===== src/rtl/riscv_pkg.sv =====
// ============================================================================
// Module : riscv_pkg
// Shared RV32 encoding constants: instruction kinds, opcodes, immediate formats.
// Rev    : 1.0
// ============================================================================
`default_nettype none

package riscv_pkg;

  localparam logic [3:0] KIND_LOAD   = 4'd0;
  localparam logic [3:0] KIND_STORE  = 4'd1;
  localparam logic [3:0] KIND_RTYPE  = 4'd2;
  localparam logic [3:0] KIND_MUL    = 4'd3;
  localparam logic [3:0] KIND_ITYPE  = 4'd4;
  localparam logic [3:0] KIND_BRANCH = 4'd5;
  localparam logic [3:0] KIND_LUI    = 4'd6;
  localparam logic [3:0] KIND_AUIPC  = 4'd7;
  localparam logic [3:0] KIND_JAL    = 4'd8;
  localparam logic [3:0] KIND_JALR   = 4'd9;

  localparam logic [6:0] OPC_LOAD   = 7'b0000011;
  localparam logic [6:0] OPC_STORE  = 7'b0100011;
  localparam logic [6:0] OPC_OP     = 7'b0110011;
  localparam logic [6:0] OPC_OP_IMM = 7'b0010011;
  localparam logic [6:0] OPC_BRANCH = 7'b1100011;
  localparam logic [6:0] OPC_LUI    = 7'b0110111;
  localparam logic [6:0] OPC_AUIPC  = 7'b0010111;
  localparam logic [6:0] OPC_JAL    = 7'b1101111;
  localparam logic [6:0] OPC_JALR   = 7'b1100111;

  // FMT_SH is the I-type shift form: funct7 in [31:25], shamt in [24:20]
  typedef enum logic [2:0] {
    FMT_R  = 3'd0,
    FMT_I  = 3'd1,
    FMT_SH = 3'd2,
    FMT_S  = 3'd3,
    FMT_B  = 3'd4,
    FMT_U  = 3'd5,
    FMT_J  = 3'd6
  } imm_fmt_e;

endpackage

`default_nettype wire


===== src/rtl/instr_pack.sv =====
// ============================================================================
// Module : instr_pack
// Combinational packer: instruction description -> 32-bit RV32 word + illegal.
// Rev    : 1.0
// ============================================================================
`default_nettype none

module instr_pack
  import riscv_pkg::*;
(
  input  logic [3:0]  kind,
  input  logic [4:0]  rd,
  input  logic [4:0]  rs1,
  input  logic [4:0]  rs2,
  input  logic [2:0]  funct3,
  input  logic        alt,
  input  logic [31:0] imm,
  output logic [31:0] word,
  output logic        illegal
);

  logic [6:0] opcode;
  logic [6:0] funct7;
  logic [2:0] f3;
  imm_fmt_e   fmt;

  always_comb begin
    opcode  = 7'd0;
    funct7  = 7'd0;
    f3      = funct3;
    fmt     = FMT_R;
    illegal = 1'b0;
    case (kind)
      KIND_LOAD:   begin opcode = OPC_LOAD;   fmt = FMT_I; end
      KIND_STORE:  begin opcode = OPC_STORE;  fmt = FMT_S; end
      KIND_RTYPE:  begin opcode = OPC_OP;     fmt = FMT_R; funct7 = {1'b0, alt, 5'b00000}; end
      KIND_MUL:    begin opcode = OPC_OP;     fmt = FMT_R; funct7 = 7'b0000001; end
      KIND_ITYPE: begin
        opcode = OPC_OP_IMM;
        funct7 = {1'b0, alt, 5'b00000};
        fmt    = (funct3 == 3'b001 || funct3 == 3'b101) ? FMT_SH : FMT_I;
      end
      // control-flow targets must be halfword aligned
      KIND_BRANCH: begin opcode = OPC_BRANCH; fmt = FMT_B; illegal = imm[0]; end
      KIND_LUI:    begin opcode = OPC_LUI;    fmt = FMT_U; end
      KIND_AUIPC:  begin opcode = OPC_AUIPC;  fmt = FMT_U; end
      KIND_JAL:    begin opcode = OPC_JAL;    fmt = FMT_J; illegal = imm[0]; end
      KIND_JALR:   begin opcode = OPC_JALR;   fmt = FMT_I; f3 = 3'b000; end
      default:     illegal = 1'b1;
    endcase

    case (fmt)
      FMT_R:   word = {funct7, rs2, rs1, f3, rd, opcode};
      FMT_I:   word = {imm[11:0], rs1, f3, rd, opcode};
      FMT_SH:  word = {funct7, imm[4:0], rs1, f3, rd, opcode};
      FMT_S:   word = {imm[11:5], rs2, rs1, f3, imm[4:0], opcode};
      FMT_B:   word = {imm[12], imm[10:5], rs2, rs1, f3, imm[4:1], imm[11], opcode};
      FMT_U:   word = {imm[31:12], rd, opcode};
      FMT_J:   word = {imm[20], imm[10:1], imm[11], imm[19:12], rd, opcode};
      default: word = 32'd0;
    endcase
  end

endmodule

`default_nettype wire


===== src/rtl/instr_encoder_writer.sv =====
// ============================================================================
// Module : instr_encoder_writer
// Encodes instruction requests and writes them sequentially into an imem.
// Rev    : 1.0
// ============================================================================
`default_nettype none

module instr_encoder_writer
  import riscv_pkg::*;
#(
  parameter int unsigned DEPTH     = 64,
  parameter logic [31:0] BASE_ADDR = 32'h0000_0000
) (
  input  logic                     clk,
  input  logic                     reset,
  input  logic                     in_valid,
  output logic                     in_ready,
  input  logic [3:0]               kind,
  input  logic [4:0]               rd,
  input  logic [4:0]               rs1,
  input  logic [4:0]               rs2,
  input  logic [2:0]               funct3,
  input  logic                     alt,
  input  logic [31:0]              imm,
  output logic                     imem_we,
  output logic [31:0]              imem_addr,
  output logic [31:0]              imem_wdata,
  input  logic                     clear,
  output logic [$clog2(DEPTH):0]   count,
  output logic                     full,
  output logic                     err
);

  localparam int unsigned  AW      = $clog2(DEPTH);
  localparam int unsigned  CW      = AW + 1;
  localparam logic [CW-1:0] DEPTH_C = CW'(DEPTH);

  typedef enum logic [1:0] {
    ST_IDLE  = 2'd0,
    ST_WRITE = 2'd1,
    ST_FULL  = 2'd2
  } state_e;

  state_e        state_q, state_d;
  logic [CW-1:0] count_q, count_d;
  logic          err_q, err_d;
  logic          we_q, we_d;
  logic [31:0]   addr_q, addr_d;
  logic [31:0]   wdata_q, wdata_d;

  logic [31:0]   pack_word;
  logic          pack_illegal;
  logic          accept;
  logic [CW-1:0] count_inc;

  instr_pack u_pack (
    .kind    (kind),
    .rd      (rd),
    .rs1     (rs1),
    .rs2     (rs2),
    .funct3  (funct3),
    .alt     (alt),
    .imm     (imm),
    .word    (pack_word),
    .illegal (pack_illegal)
  );

  // clear wins over a simultaneous request, so it also withholds ready
  assign in_ready  = (state_q == ST_IDLE) && !clear;
  assign accept    = in_valid && in_ready;
  assign count_inc = count_q + CW'(1);

  always_comb begin
    state_d = state_q;
    count_d = count_q;
    err_d   = err_q;
    we_d    = 1'b0;
    addr_d  = 32'd0;
    wdata_d = 32'd0;
    if (clear) begin
      state_d = ST_IDLE;
      count_d = '0;
    end else begin
      case (state_q)
        ST_IDLE: begin
          if (accept) begin
            if (pack_illegal) begin
              err_d = 1'b1;
            end else begin
              state_d = ST_WRITE;
              we_d    = 1'b1;
              addr_d  = BASE_ADDR + {{(30-AW){1'b0}}, count_q[AW-1:0], 2'b00};
              wdata_d = pack_word;
            end
          end
        end
        ST_WRITE: begin
          count_d = count_inc;
          state_d = (count_inc == DEPTH_C) ? ST_FULL : ST_IDLE;
        end
        default: state_d = state_q;
      endcase
    end
  end

  always_ff @(posedge clk) begin
    if (reset) begin
      state_q <= ST_IDLE;
      count_q <= '0;
      err_q   <= 1'b0;
      we_q    <= 1'b0;
      addr_q  <= 32'd0;
      wdata_q <= 32'd0;
    end else begin
      state_q <= state_d;
      count_q <= count_d;
      err_q   <= err_d;
      we_q    <= we_d;
      addr_q  <= addr_d;
      wdata_q <= wdata_d;
    end
  end

  // reset landing in the WRITE cycle suppresses the pending write immediately
  assign imem_we    = we_q && !reset;
  assign imem_addr  = imem_we ? addr_q  : 32'd0;
  assign imem_wdata = imem_we ? wdata_q : 32'd0;
  assign count      = count_q;
  assign full       = (count_q == DEPTH_C);
  assign err        = err_q;

endmodule

`default_nettype wire


===== config.mk =====
export PLATFORM = sky130hd
export DESIGN_NAME = instr_encoder_writer
export DESIGN_NICKNAME = d
export VERILOG_FILES = /design/src/rtl/riscv_pkg.sv /design/src/rtl/instr_pack.sv /design/src/rtl/instr_encoder_writer.sv
export SDC_FILE = /design/constraint.sdc
export NUM_CORES = 1
export LEC_CHECK = 0
export CAP_MARGIN = 20
export CORE_MARGIN = 2
export CORE_UTILIZATION = 42
export DETAILED_ROUTE_END_ITERATION = 7
export GPL_TIMING_DRIVEN = 0
export PLACE_DENSITY = 0.91
export SYNTH_ARGS = -nofsm -noshare
export SYNTH_HDL_FRONTEND = slang
export SYNTH_HIERARCHICAL = 1
export SYNTH_SLANG_ARGS = --single-unit
export TNS_END_PERCENT = 20

===== constraint.sdc =====
create_clock -name clk -period 2.2 [get_ports clk]
set_input_delay 0.66 -clock clk [delete_from_list [all_inputs] [get_ports clk]]
set_output_delay 0.66 -clock clk [all_outputs]
set_load 0.005 [all_outputs]

Word-level counts from Yosys, hierarchy flattened
Index checks and enable logic that the tools add are counted.
{"block": "totals", "word_cells": 68, "input_bits": 59, "register_bits": 75}
{"block": "classes", "reduce_logical": 21, "addsub": 1, "mux": 14, "bitwise": 3, "n_eq_ne": 22}
{"op": "32-bit case mux with 7 select lines", "n": 1}
{"op": "32-bit 2-to-1 mux", "n": 2}
{"op": "7-bit case mux with 9 select lines", "n": 1}
{"op": "3-bit case mux with 6 select lines", "n": 1}
{"op": "4-bit by 3-bit == test with 1-bit output, second input constant", "n": 4}
{"op": "7-bit == test, second input constant", "n": 2}
{"op": "3-bit == test, second input constant", "n": 4}
{"op": "6-bit case mux with 2 select lines", "n": 1}
{"op": "2-bit OR reduction", "n": 6}
{"op": "4-bit by 2-bit == test with 1-bit output, second input constant", "n": 2}
{"op": "4-bit == test, second input constant", "n": 2}
{"op": "2-bit 2-to-1 mux", "n": 4}
{"op": "8-bit OR reduction", "n": 1}
{"op": "7-bit by 1-bit adder with 7-bit output, second input constant", "n": 1}
{"op": "3-bit by 1-bit == test with 1-bit output, second input constant", "n": 2}
{"op": "3-bit by 2-bit == test with 1-bit output, second input constant", "n": 2}
{"op": "5-bit OR reduction", "n": 1}
{"op": "4-bit by 1-bit == test with 1-bit output, second input constant", "n": 1}
{"op": "4-bit zero test", "n": 1}
{"op": "2-bit inequality test, second input constant", "n": 2}
{"op": "2-bit case mux with 2 select lines", "n": 1}
{"op": "4-bit AND reduction", "n": 1}
{"op": "4-bit OR reduction", "n": 1}
{"op": "1-bit logical AND", "n": 3}
{"op": "11 further kinds", "n": 14}

Logic depth before layout (Yosys ltp)
{"block": "depth", "ltp_word": 6, "depth_mapped": 7}

Hierarchy
The synthesis kept the hierarchy.
{"mod": "instr_encoder_writer", "cells_per_inst": 216, "area_each_um2": 2054.5, "instances": 1}
{"mod": "instr_pack", "cells_per_inst": 98, "area_each_um2": 814.5, "instances": 1}

Least setup slack after synthesis
OpenSTA, ideal clock, no wires.
{"block": "synth_timing", "kind": "input to output", "startpoint": "input port reset", "endpoint": "output port imem_wdata[12]", "arrival_ns": 1.390, "path_buffers": 2, "cell_stages": 4, "path_slack_ns": 0.150, "required_time_ns": 1.540, "cell_sequence": "nor2b_1 > clkbuf_1 > clkbuf_1 > and2_1"}
{"block": "synth_between", "elab_chain_len": 3}
{"element": "start: declaration", "line_no": "instr_encoder_writer.sv:15", "source": "input logic reset,"}
{"element": "1-bit zero test", "line_no": "instr_encoder_writer.sv:125", "source": "assign imem_we = we_q && !reset;"}
{"element": "1-bit logical AND", "line_no": "instr_encoder_writer.sv:125"}
{"element": "32-bit 2-to-1 mux", "line_no": "instr_encoder_writer.sv:127", "source": "assign imem_wdata = imem_we ? wdata_q : 32'd0;"}
{"element": "end: declaration", "line_no": "instr_encoder_writer.sv:27", "source": "output logic [31:0] imem_wdata,"}
Every way passes these cells.

Final worst setup path
{"block": "layout_timing", "startpoint": "input port reset", "endpoint": "output port imem_wdata[18]"}
Same word-level chain as after synthesis.

==> reports/results.ini <==
[outcome]
status=finished with violations
violations=negative setup slack

[placement]
gp_congestion=0.893
hpwlAfterDp_mm=6.03
port_buffers=106

[power_and_ir_drop]
p_leak_uw=0.00206
finalPower_uw=1970
ir_drop_uv=217
p_per_area_nw_per_um2=449

[yosys]
yosys.area.top_type_share_pct=34.2
synth_top_area_cell=dfxtp_1
postSynthCellCount=314
synth.avg_cell_area_sq_um=9.14
synth-compound-area-share_pct=14.6
ys_ff_latch=49
yosys.area_share.simple_pct=29.8
synth_cell_type_count=56
yosysWarnings=6
synthAdderAreaFrac_pct=1.31
ys_seq_area_share_pct=34.2
muxShareOfSynthArea_pct=5.06
async_reset_ff_share_pct=0
synth_common_cells=78 x and2_1, 49 x dfxtp_1, 29 x buf_4
yosysMostFrequentCell=and2_1
synthXorXnorAreaFrac_pct=2.14
synth_top_family_by_area=simple AND/OR/NAND/NOR gates
synth_top_flop_cell=dfxtp_1
syn_area_sq_um=2870
synth_edf_count=0
synthTopCellsByArea=dfxtp_1 34%, and2_1 17%, buf_4 7.6%

[die]
rows=30
ioPinCount=134
die-area_sq_um=7510
die_height_microns=86.7
initial_core_util_pct=42.7
fp.coreArea_sq_um=6720
die_w_microns=86.7

[timing]
min_period_ns=2.23
fmax_mhz=448
rsz0062_at_grt=yes
fin_crit_sh_pct=101
tns_ns=-0.240
tightestPinTransition_ns=0.673
setup_ws_ns=-0.0318
max-slew-margin-rel_pct=54.8
setup_viol=15
skew_ns=0.00895
slew_violations=0
hold_viol_final=0

[clocking]
cts_hold_buffers=0
cts_buffers=5
cts_tree=yes
cts.sinks=49
htree_levels=2
clock_path_buffers=2
root_buffer=clkbuf_8
path_clk_slew_ns=0.09
clkLatencyLatePin_ns=0.30

[critical_path]
worst_setup_path_start_kind=input port
path_class=input port to primary output
rr_worst_depth=4
regToRegStartpoint=count[4]
path_max_fanout=8
crit_chain=buf_6 -> nor2b_4 -> clkbuf_8 -> buf_12 -> clkbuf_8 -> and2_4 -> buf_6
crit_required_ns=1.54
crit_arrival_ns=1.57
end_kind=primary output
critPathMaxStageDelay_ns=0.17
crit_path_start=reset
crit_slowest_cell=clkbuf_8

[drt]
detail_route.wirelength_mm=8.78
drt_pass1_iterations=5
vias=2856
drcViolationCount=0
drtIter0Drc=226
wire_per_inst_microns=16.1
vias_per_cell=5.25
antenna_left=0

[global_route]
grt_max_degree=15
antenna_found_initial=0
grt_first_pass_wirelength_mm=12.3
gr-total-overflow=0
grtUsageTotal_pct=20.6
first_global_vias=2634

[hold_path]
min_path_cells=2
hp-class=register to register
min_from=err

[final_layout]
area_delta_synth_final_pct=53.0
antenna_cells=0
fin_nets=525
final_core_util_pct=65.3
drive_above_1_share_pct=26.7

[run]
cap_violations=0

-- routing by layer --
| layer | track usage, % | routed length (microns) |
|---|---|---|
| met1 | 23.7 | 3310 |
| met2 | 36.3 | 4330 |
| met3 | 4.00 | 722 |
| met4 | 10.2 | 419 |
| met5 | 0 | 0 |
-- cells by family after synthesis --
logic type | count (synthesis)
and+or+nand+nor | 136
buffers and inverters | 55
AOI/OAI and AO/OA | 53
DFF | 49
muxes | 10
xor gates and xnor gates | 7
adders and majority gates | 3
other | 1
-- repair_timing --
| item | CTS | global route |
|---|---|---|
| setup buffers | 6 | 7 |
| hold endpoints to repair | 0 | 0 |
| gates resized for setup | 129 | 21 |
| pin swaps | 2 | 2 |
| cloned | 1 | 0 |
| setup endpoints to repair | 78 | 59 |
-- report_power, final --
| part | switching, uW | leakage [uW] | internal (uW) |
|---|---|---|---|
| clock | 296 | 0.0000585 | 371 |
| sequential | 3.96 | 0.000399 | 895 |
| combinational | 169 | 0.00160 | 237 |
-- layout by cell type, fill, tap and decap left out, drive strengths merged, types with 5 or more instances in the layout --
master	synthesis	final
a21oi	11	11
a221o	6	6
a22o	5	5
and2	78	78
buf	40	68
clkbuf	7	14
clkdlybuf4s15	0	6
clkdlybuf4s50	0	61
conb	1	26
dfxtp	49	49
dlygate4sd2	0	19
inv	8	8
mux2	9	9
nand2	9	9
nand4	5	5
nor2	15	15
nor2b	6	6
o22ai	5	5
xor2	5	5
-- final timing paths --
path | endpoint | slack (ns)
max | imem_wdata[18] | -0.03
min | err | 0.49
max reg2reg | state_q[1] | 0.54
min reg2reg | err | 0.49
-- flip-flops by register name (all words and copies together), names as in the netlist --
name,cells
state_q,2
we_q,1
err,1
addr_q,6
wdata_q,32
count,7
-- through the flow --
stage	hold slack [ns]	std cells	setup WS [ns]	area [sq um]
after floorplan	0.461	339	0.150	2960
after global placement	0.453	525	-1.29	4120
after detailed placement	0.481	525	-1.31	4120
after CTS	0.503	540	-0.188	4310
after global routing	0.515	544	-0.0690	4390
final	0.493	544	-0.0318	4390
-- worst max-delay path: cells and delay by family --
kind / cells / cell delay (ns)
buffers and inverters: 5 / 0.60
and+or+nand+nor: 2 / 0.31
-- area by class of cell --
class | count | area, sq um
fill | 498 | 2330
multi-input combinational | 235 | 1660
timing repair buffer | 120 | 1100
sequential | 49 | 993
buffer | 44 | 384
tap | 80 | 100
clock buffer | 7 | 86.3
clock inverter | 1 | 30.0
inverter | 8 | 30.0
(Power assumes the default switching activity.)
